<file path="config.mk">
export PLATFORM = sky130hd
export DESIGN_NAME = time_counter_bcd
export DESIGN_NICKNAME = d
export VERILOG_FILES = /design/src/rtl/time_counter_bcd.sv
export SDC_FILE = /design/constraint.sdc
export NUM_CORES = 1
export LEC_CHECK = 0
export ABC_CLOCK_PERIOD_IN_PS = 5500
export BUFFER_PORTS_ARGS = -buffer_cell sky130_fd_sc_hd__buf_4
export CORE_MARGIN = 4
export CORE_UTILIZATION = 35
export CTS_CLUSTER_DIAMETER = 150
export CTS_CLUSTER_SIZE = 30
export DETAILED_ROUTE_END_ITERATION = 8
export SYNTH_ARGS = -nofsm -noshare
export SYNTH_HDL_FRONTEND = slang
export SYNTH_SLANG_ARGS = --single-unit
</file>
<file path="constraint.sdc">
create_clock -name clk -period 5.5 [get_ports clk]
set_input_delay 0.55 -clock clk [delete_from_list [all_inputs] [get_ports clk]]
set_output_delay 0.55 -clock clk [all_outputs]
set_load 0.02 [all_outputs]
</file>
<file path="src/rtl/time_counter_bcd.sv">
// Time-of-day counter for the alarm clock datapath.
// Keeps a 24-hour binary count (hours/minutes/optional seconds), advances on
// a one-cycle tick, accepts validated loads, and drives a registered BCD
// display word (24-hour or 12-hour with pm flag) that tracks the count with
// no extra latency.
module time_counter_bcd #(
  parameter int unsigned HOUR_12     = 0,
  parameter int unsigned HAS_SECONDS = 0,
  localparam int unsigned DISP_W     = (HAS_SECONDS != 32'd0) ? 24 : 16
) (
  input  logic              clk,
  input  logic              reset,
  input  logic              tick,
  input  logic              hold,
  input  logic              set_time,
  input  logic [4:0]        new_time_hr,
  input  logic [5:0]        new_time_min,
  input  logic [5:0]        new_time_sec,
  output logic [4:0]        hours,
  output logic [5:0]        minutes,
  output logic [5:0]        seconds,
  output logic [DISP_W-1:0] display_value,
  output logic              pm,
  output logic              day_wrap,
  output logic              load_err
);

  // Display word shown straight out of reset: 00:00 in 24-hour mode, 12:00 AM in 12-hour mode.
  localparam logic [DISP_W-1:0] DISP_RST = (HOUR_12 != 32'd0) ?
                                           {8'h12, {(DISP_W-8){1'b0}}} :
                                           {DISP_W{1'b0}};

  // Two-digit BCD of a binary value in 0..59.
  function automatic logic [7:0] bcd8(input logic [5:0] v);
    return {4'(v / 6'd10), 4'(v % 6'd10)};
  endfunction

  logic [4:0]        hours_r;
  logic [5:0]        minutes_r;
  logic [5:0]        seconds_r;
  logic [DISP_W-1:0] display_r;
  logic              pm_r;
  logic              day_wrap_r;
  logic              load_err_r;

  logic [4:0]        hours_nxt_s;
  logic [5:0]        minutes_nxt_s;
  logic [5:0]        seconds_nxt_s;
  logic              day_wrap_nxt_s;
  logic              load_err_nxt_s;
  logic              load_ok_s;
  logic              sec_at_max_s;
  logic              min_at_max_s;
  logic              hr_at_max_s;
  logic [4:0]        hr_disp_s;
  logic [DISP_W-1:0] disp_nxt_s;
  logic              pm_nxt_s;

  // Qualify the load fields; out-of-range values never reach the counters.
  always_comb begin
    load_ok_s    = (new_time_hr <= 5'd23) && (new_time_min <= 6'd59) &&
                   ((HAS_SECONDS == 32'd0) || (new_time_sec <= 6'd59));
    // Without a seconds field every tick is a minute, so seconds are always "at max".
    sec_at_max_s = (HAS_SECONDS == 32'd0) || (seconds_r == 6'd59);
    min_at_max_s = (minutes_r == 6'd59);
    hr_at_max_s  = (hours_r == 5'd23);
  end

  // Next count: reset is handled in the register, then load beats tick; a tick during a load is dropped.
  always_comb begin
    hours_nxt_s    = hours_r;
    minutes_nxt_s  = minutes_r;
    seconds_nxt_s  = seconds_r;
    day_wrap_nxt_s = 1'b0;
    load_err_nxt_s = 1'b0;
    if (set_time) begin
      if (load_ok_s) begin
        hours_nxt_s   = new_time_hr;
        minutes_nxt_s = new_time_min;
        seconds_nxt_s = (HAS_SECONDS != 32'd0) ? new_time_sec : 6'd0;
      end else begin
        load_err_nxt_s = 1'b1;
      end
    end else if (tick && !hold) begin
      seconds_nxt_s = sec_at_max_s ? 6'd0 : (seconds_r + 6'd1);
      if (sec_at_max_s) begin
        if (min_at_max_s) begin
          minutes_nxt_s = 6'd0;
          hours_nxt_s   = hr_at_max_s ? 5'd0 : (hours_r + 5'd1);
        end else begin
          minutes_nxt_s = minutes_r + 6'd1;
        end
      end else begin
        minutes_nxt_s = minutes_r;
      end
      day_wrap_nxt_s = sec_at_max_s && min_at_max_s && hr_at_max_s;
    end else begin
      day_wrap_nxt_s = 1'b0;
    end
  end

  // Hour digits for the display: 12-hour mode maps 0 -> 12 and 13..23 -> 1..11.
  always_comb begin
    hr_disp_s = hours_nxt_s;
    if (HOUR_12 != 32'd0) begin
      if (hours_nxt_s == 5'd0) begin
        hr_disp_s = 5'd12;
      end else if (hours_nxt_s > 5'd12) begin
        hr_disp_s = hours_nxt_s - 5'd12;
      end else begin
        hr_disp_s = hours_nxt_s;
      end
    end else begin
      hr_disp_s = hours_nxt_s;
    end
    pm_nxt_s = (HOUR_12 != 32'd0) && (hours_nxt_s >= 5'd12);
  end

  if (HAS_SECONDS != 32'd0) begin : g_with_sec
    assign disp_nxt_s = {bcd8({1'b0, hr_disp_s}), bcd8(minutes_nxt_s), bcd8(seconds_nxt_s)};
  end else begin : g_no_sec
    assign disp_nxt_s = {bcd8({1'b0, hr_disp_s}), bcd8(minutes_nxt_s)};
  end

  // Register the count and its display together so every output changes on the accepting edge.
  always_ff @(posedge clk) begin
    if (reset) begin
      hours_r    <= 5'd0;
      minutes_r  <= 6'd0;
      seconds_r  <= 6'd0;
      display_r  <= DISP_RST;
      pm_r       <= 1'b0;
      day_wrap_r <= 1'b0;
      load_err_r <= 1'b0;
    end else begin
      hours_r    <= hours_nxt_s;
      minutes_r  <= minutes_nxt_s;
      seconds_r  <= seconds_nxt_s;
      display_r  <= disp_nxt_s;
      pm_r       <= pm_nxt_s;
      day_wrap_r <= day_wrap_nxt_s;
      load_err_r <= load_err_nxt_s;
    end
  end

  assign hours         = hours_r;
  assign minutes       = minutes_r;
  assign seconds       = seconds_r;
  assign display_value = display_r;
  assign pm            = pm_r;
  assign day_wrap      = day_wrap_r;
  assign load_err      = load_err_r;

endmodule

</file>
# Word level (Yosys, flattened, before mapping)
# Cells that the tools add are included.
# W data, S select, Z words.
[totals]
reg_bits = 35
in_bits = 22
[classes]
div_mod_pow = 4
bitwise_logic = 2
n_mux = 13
n_eq_ne = 3
n_reduce_logical = 8
n_addsub = 2
magnitude_cmp = 2
[ops]
columns = ["op", "n"]
rows = [
  ["$mux W6", 7],
  ["$mux W5", 5],
  ["$add A6 B1 Y6 const B", 1],
  ["$div A5 B4 Y6 const B", 1],
  ["$div A6 B4 Y6 const B", 1],
  ["$eq A6 B6 Y1 const B", 1],
  ["$le A6 B6 Y1 const B", 1],
  ["$mod A5 B4 Y6 const B", 1],
  ["$mod A6 B4 Y6 const B", 1],
  ["$add A5 B1 Y5 const B", 1],
  ["$eq A5 B5 Y1 const B", 1],
  ["$le A5 B5 Y1 const B", 1],
  ["$logic_and A1 B1 Y1", 3],
  ["$reduce_or A3 Y1", 1],
  ["$ne A2 B1 Y1 const B", 1],
  ["$not A1 Y1", 2],
  ["$reduce_and A2 Y1", 1],
  ["$reduce_bool A2 Y1", 1],
  ["$reduce_or A2 Y1", 1],
  ["$logic_not A1 Y1", 1],
  ["$mux W1", 1],
]

# Logic depth before layout (Yosys ltp)
# Gate-level depths: netlist of run 1.
[depth]
depth_word = 6
mapped_depth = 14

# Least setup slack after synthesis of run 1
# OpenSTA, ideal clock, no wires.
[synth_path]
kind = "reg-to-reg"
start = "register minutes_r[0], in the netlist minutes[0]"
end = "register display_r[3], in the netlist display_value[3]"
path_buffers = 1
t_required_ns = 5.379
synth_period_minus_slack_ns = 2.999
path_stages_with_launch = 15
t_arrival_ns = 2.878
setup_time_ns = 0.121
slack_ns = 2.501
cell_sequence = "dfxtp_1 -> ha_1 -> nand4b_2 -> or2_1 -> buf_6 -> o2111a_2 -> a211o_2 -> nor2_1 -> a211oi_1 -> a21o_1 -> ha_1 -> inv_1 -> xnor2_1 -> a211oi_1 -> nor3_1"
[synth_between]
elab_chain_len = 5
word_cells_on_any_way = 7
classes_between = "add/sub (1); div (1); eq/ne (1); mux (4)"
[synth_rtl]
columns = ["element", "line_no", "source"]
rows = [
  ["start: declaration", "39", "logic [5:0] minutes_r;"],
  ["start signal: assignment", "137", "minutes_r <= minutes_nxt_s;"],
  ["$add A6 B1 Y6 or $eq A6 B6 Y1 (tied branches)", "91, 65", ""],
  ["$mux W6", "87", "if (min_at_max_s) begin"],
  ["$mux W6", "84", "end else if (tick && !hold) begin"],
  ["$mux W6 *", "76", "if (set_time) begin"],
  ["$mod A6 B4 Y6 *", "35", "return {4'(v / 6'd10), 4'(v % 6'd10)};"],
  ["end signal: assignment", "139", "display_r <= disp_nxt_s;"],
  ["end: declaration", "41", "logic [DISP_W-1:0] display_r;"],
]
# Mark *: on every way between the ends. The rest lies on a longest branch, timed or not.
# A chain may end at the register's enable or synchronous reset.

# Worst setup path in the final report of run 1
# Ends and elaborated chain as after synthesis.

==> metrics.txt, run 1 <==
status=completed; largest net degree at the start of global routing=26; Worst Hold Class=primary input to register; routed vias/inst=around 5.4; Placed Area=between 0.0015 and 0.002 sq mm; Placed Cells=around 280; total number of yosys warnings=0; ys flop type=dfxtp_1; Worst Skew=0.00502 ns; Max Freq=around 310 MHz; Yosys top cell area share=approximately 30%; FP Rows=24; Die X=about 76 microns; Yosys reg bits=24; number of synthesized flops with an enable pin=0; Worst-path clk slew=about 0.09 ns; GRT Overall Usage=approximately 14%; unrepaired setup endpoints after global routing=false; TritonRoute pass-1 iters=4; hold depth=3; FILL cells=462; maxcap violations=0; share of cells above drive strength 1=between 20% and 30%; Fin Setup TNS=0 ns; Tcrit/Tclk final=approximately three fifths; total global routing overflow=0; Routed WL=about 4 mm; post-CTS setup buffer count=0; Routed Antenna Nets=0; Reg area=slightly below 500 sq um; worst skew pair latency=0.26 ns; max_slew headroom=between 30% and 40%; TritonCTS Buffers=3; # DRC=0; tightest hold margin=a little over 0.6 ns; worst path required time=roughly 5.7 ns; Layout area overhead=20.7%; Cell Area, Synth=~0.0016 sq mm; area of the multi-input gates=0.00102 sq mm; Post-CTS Resized=0; Setup-failing EPs final=0; final core utilization=between 40 and 50%; Top Ports=slightly below 60; Max VDD drop=between 0.1 and 0.15 mV; Final Cell Area=a little under 0.002 sq mm; ys async rst share=0%; CTS tree=built; DR vias=between 1500 and 2000; GPL Wtd Cong=roughly 0.85; Final Hold Viols=0; DP HPWL=around 3.1 mm; post-synth top area cell=dfxtp_1; Cell variety after synth=58; Final WS setup=~2.2 ns; initial antenna violation count=0; Avg WL per Cell=between 10 and 15 microns; Final Power=470 uW; vias in the first global route=1341; crit path kind=register to register; Tmin final=3.27 ns; DP Worst Slack=around 2.2 ns; DRT iter0 DRCs=just over 80; Die Area=approximately 0.0057 sq mm; IO Port Bufs=a little over 40; Starting Density=36.6%; Placeable Area=about 0.0044 sq mm; first-pass GRT wire length=approximately 6.3 mm; Worst Reg-to-Reg Cells=13; H-tree depth=1; hold_buf cts=0; worst slew pin tran=just over 1 ns; PD cells=~240 mW/mm^2; critical path arrival=~3.4 ns; Leak=around 0.84 nW; Inserted Diodes=0; crit end category=register; Clock Path Buffers=2; critical path fanouts, max=8; Layout Cells excl Fill=about 280; post-synthesis sequential area ratio=approximately 30%; Die Span Y=75.7 microns; # clock sinks=24; Final nets=~260; Post-Synthesis Cells=about 190; Avg Inst Size Synth=about 8.3 sq um; Setup crit start kind=register; Final Max Tran Viols=0; CTS root buf=clkbuf_8; ranking of synthesized cells by area=dfxtp_1 30%, a211oi_1 5.6%, buf_4 5.6%, nor2_1 5.1%, nand2_1 3.5%
[cell families after synthesis]
logic type               count (synthesis)  share of synthesized area, %
buffers and inverters                   24                          8.89
AO/OA/AOI/OAI                           60                          28.4
multiplexers                             6                          4.21
XOR/XNOR                                 4                          2.18
flip-flops                              24                          29.9
other                                    1                         0.234
adder cells (fa/ha/maj)                  4                          3.12
AND/OR/NAND/NOR                         71                          23.0
[final timing paths]
| path | from | endpoint | slack [ns] |
|---|---|---|---|
| worst max-delay path | minutes[0] | display_value[3] | 2.23 |
| worst max register to register | minutes[0] | display_value[3] | 2.23 |
| worst min-delay path | new_time_hr[2] | hours[2] | 0.61 |
| worst min register to register | hours[0] | hours[0] | 0.68 |
[worst max-delay path, cell delays in order (launching register included)]
cell	delay (ns)
dfxtp_1	0.46
ha_1	0.25
nand4b_2	0.21
or2_1	0.40
o2111a_2	0.20
a211o_2	0.36
nor2_1	0.24
a211oi_1	0.12
a21o_1	0.23
ha_1	0.22
o21ai_0	0.19
a21oi_1	0.06
a21oi_1	0.16
nor3_1	0.07
[layer usage]
| layer | GRT usage (%) | routed length (microns) | vias up |
|---|---|---|---|
| li1 | - | - | 785 |
| met1 | 17.8 | 1800 | 709 |
| met2 | 23.1 | 1900 | 37 |
| met3 | 5.15 | 286 | 2 |
| met4 | 4.27 | 22 | 0 |
| met5 | 0 | 0 | - |
[layout by cell type (no fill, tap or decap), types with 3 or more instances in the layout]
| cell type | netlist | routed |
|---|---|---|
| dfxtp_1 | 24 | 24 |
| mux2i_1 | 3 | 3 |
| ha_1 | 4 | 4 |
| nand3_1 | 3 | 3 |
| xnor2_1 | 4 | 4 |
| inv_1 | 7 | 7 |
| o21ai_0 | 5 | 5 |
| o21ai_1 | 4 | 4 |
| o22ai_1 | 3 | 3 |
| nand4_1 | 4 | 4 |
| nand2_1 | 15 | 15 |
| a211oi_1 | 12 | 12 |
| conb_1 | 1 | 10 |
| a21oi_1 | 7 | 7 |
| buf_4 | 12 | 41 |
| clkbuf_8 | 0 | 3 |
| a31oi_1 | 4 | 4 |
| nor2_1 | 22 | 22 |
| nor3_1 | 8 | 8 |
[power by group]
group / switching (mW) / internal, mW / total, mW / leakage (nW)
clock: 0.0551 / 0.0490 / 0.104 / 0.0216
sequential: 0.0115 / 0.189 / 0.201 / 0.198
combinational: 0.0951 / 0.0705 / 0.166 / 0.617
total: 0.162 / 0.309 / 0.470 / 0.836
[synthesized netlist by cell type (all sizes together), types with 4 or more instances]
cell type,instances
dfxtp,24
nor2,24
nand2,15
buf,14
a211oi,13
o21ai,9
nor3,8
a21oi,7
inv,7
a31oi,4
ha,4
nand4,4
xnor2,4
[layout make-up]
cell class              instances  share of cell area (%)
clock buffers                   3                    2.13
inverters                       7                    1.36
multi-input cells             155                    52.5
flip-flops and latches         24                    24.8
well taps                      52                    3.36
repair buffers                 41                    15.9
[state kept, by name, summed over array words and instances, names as in the netlist]
register,count
day_wrap,1
display_value,11
hours,5
load_err,1
minutes,6
(Power assumes the default switching activity.)
==> inputs of run 2 (changes only) <==
--- a/config.mk
+++ b/config.mk
@@ -5,7 +5,7 @@
 export SDC_FILE = /design/constraint.sdc
 export NUM_CORES = 1
 export LEC_CHECK = 0
-export ABC_CLOCK_PERIOD_IN_PS = 5500
+export ABC_CLOCK_PERIOD_IN_PS = 3040
 export BUFFER_PORTS_ARGS = -buffer_cell sky130_fd_sc_hd__buf_4
 export CORE_MARGIN = 4
 export CORE_UTILIZATION = 35
==> constraint.sdc (replaced) <==
create_clock -name clk -period 3.04 [get_ports clk]
set_input_delay 0.304 -clock clk [delete_from_list [all_inputs] [get_ports clk]]
set_output_delay 0.304 -clock clk [all_outputs]
set_load 0.02 [all_outputs]
==> run 2 against run 1 <==
  * Via count is 4.2% higher
  * Fmax grew 15%
  * First-iteration DRC count is 12% higher
  * Largest cell class unchanged
  * Core utilization increased by 3.3 points
  * Cell area up 7.5%
  * Global-route usage is 1.3 points higher
  * Non-clock buffer count up 14
  * Routed wire length up 3.1%
  * Worst hold slack worse by 0.24 ns
  * Register-to-register slack lost 2.0 ns
  * Cell count grew 5.3%
==> metrics.txt, run 2 (synthesis results as in run 1) <==
GPL Wtd Cong=0.820 (-3.7%); DR vias=1597 (+4.2%); Clock Path Buffers=2 (unchanged); # clock sinks=24 (unchanged); worst path required time=3.20 ns (-2.45 ns); most common cell after layout, fill and taps aside=buf_4; TritonRoute pass-1 iters=4 (unchanged); Max VDD drop=0.266 mV (+84%); WL met3=256 microns (-10%); Die X=75.7 microns (unchanged); Routed Antenna Nets=0 (unchanged); Die Area=0.00573 sq mm (unchanged); TritonCTS Buffers=3 (unchanged); Met1 Wirelength=1.78 mm (-0.67%); H-tree depth=1 (unchanged); CTS tree=built; FP Rows=24 (unchanged); routed vias/inst=5.38 (-1.1%); worst slew pin tran=1.05 ns (+0.0279 ns); crit path kind=register to register; share of cells above drive strength 1=32.2% (+6.6 points); CTS root buf=clkbuf_8; Setup-failing EPs final=0 (unchanged); FILL cells=454 (-1.7%); Starting Density=36.6% (unchanged); Tmin final=2.84 ns (-0.434 ns); DP HPWL=3.24 mm (+4.7%); final core utilization=47.5% (+3.3 points); met2 WL post-DR=2.05 mm (+7.5%); Placeable Area=0.00438 sq mm (unchanged); crit end category=register; max_slew headroom=29.0% (-1.9 points); hold_buf cts=0 (unchanged); vias in the first global route=1472 (+9.8%); Max Freq=352 MHz (+15%); Final nets=272 (+5.4%); Leak=0.927 nW (+11%); Largest register FFs=11 (unchanged); Worst-path clk slew=0.09 ns (about the same); Die Span Y=75.7 microns (unchanged); worst skew pair latency=0.27 ns (about the same); total global routing overflow=0 (unchanged); # DRC=0 (unchanged); Setup crit start kind=register; critical path arrival=3.00 ns (-0.42 ns); Worst Hold Class=primary input to register; Final Max Tran Viols=0 (unchanged); GRT Overall Usage=15.6% (+1.3 points); largest net degree at the start of global routing=26 (unchanged); Final Hold Viols=0 (unchanged); first-pass GRT wire length=6.76 mm (+7.4%); Top Ports=58 (unchanged); Inserted Diodes=0 (unchanged); Tcrit/Tclk final=93.4% (+34 points); PD cells=436 mW/mm^2 (+79%); Layout area overhead=29.7%; DR top layer=met4; critical path fanouts, max=6 (-2); Routed WL=4.14 mm (+3.1%); most frequent cells in the layout=55 x buf_4, 24 x dfxtp_1, 22 x nor2_1; initial antenna violation count=0 (unchanged); status=completed; unrepaired setup endpoints after global routing=false; Fin Setup TNS=0 ns (unchanged); register-to-register setup slack=0.20 ns (-2.03 ns); IO Port Bufs=41 (unchanged); Avg WL per Cell=13.9 microns (-2.1%); maxcap violations=0 (unchanged); Worst Skew=0.0128 ns (+0.00779 ns); DRT iter0 DRCs=91 (+12%)
run 2: cell count changes in the layout (fill, tap and decap cells not counted), sizes merged:
cell,before,now
buf,41,55
clkbuf,3,4
run 2: path summary, 6_finish.rpt:
path / end / start / cells past startpoint
worst max-delay path: display_value[3] / minutes[1] / 13
worst min-delay path: hours[0] / new_time_hr[0] / 3
worst max register to register: display_value[3] / minutes[1] / 13
worst min register to register: hours[0] / hours[0] / 2
run 2: final cells by class:
class / instances / area (sq um) / area share, %
multi-input combinational: 155 / 1040 / 50.1
sequential: 24 / 480 / 23.1
timing repair buffer: 55 / 413 / 19.8
tap: 52 / 65.1 / 3.12
clock buffer: 4 / 55.1 / 2.64
inverter: 7 / 26.3 / 1.26
run 2: report_power, final:
group          switching, mW  internal [mW]
Combinational          0.181          0.145
Clock                  0.105          0.116
Sequential            0.0182          0.342
run 2: what timing repair did:
action                     in CTS  in global routing
setup endpoints to repair       0                  5
setup buffers                   0                  0
gates resized for setup         0                  7
run 2: per-layer routing:
| metal | up-vias | global-route usage (%) |
|---|---|---|
| met2 | 30 | 26.4 |
| met4 | 0 | 4.85 |
| met5 | - | 0 |
| li1 | 814 | - |
| met3 | 4 | 4.75 |
| met1 | 749 | 18.9 |
run 2: worst max-delay path: stages (launching register included):
cell      delay, ns
dfxtp_1        0.38
ha_2           0.23
nand4b_4       0.16
or2_4          0.31
o2111a_2       0.16
a211o_2        0.36
nor2_1         0.13
a211oi_1       0.09
a21o_1         0.23
ha_1           0.22
inv_1          0.09
xnor2_1        0.07
a211oi_1       0.23
nor3_1         0.07
run 2: per-stage QoR:
stage / hold slack (ns) / power [mW] / cell area (sq um) / setup slack, ns / cells
finish: 0.374 / 0.907 / 2080 / 0.201 / 297
global placement: 0.651 / 0.690 / 2000 / 0.0895 / 293
detailed placement: 0.648 / 0.692 / 2000 / 0.0934 / 293
CTS: 0.367 / 0.917 / 2060 / 0.0762 / 297
global route: 0.380 / 0.969 / 2080 / 0.00988 / 297
floorplan: 0.383 / 0.583 / 1640 / 0.0414 / 203
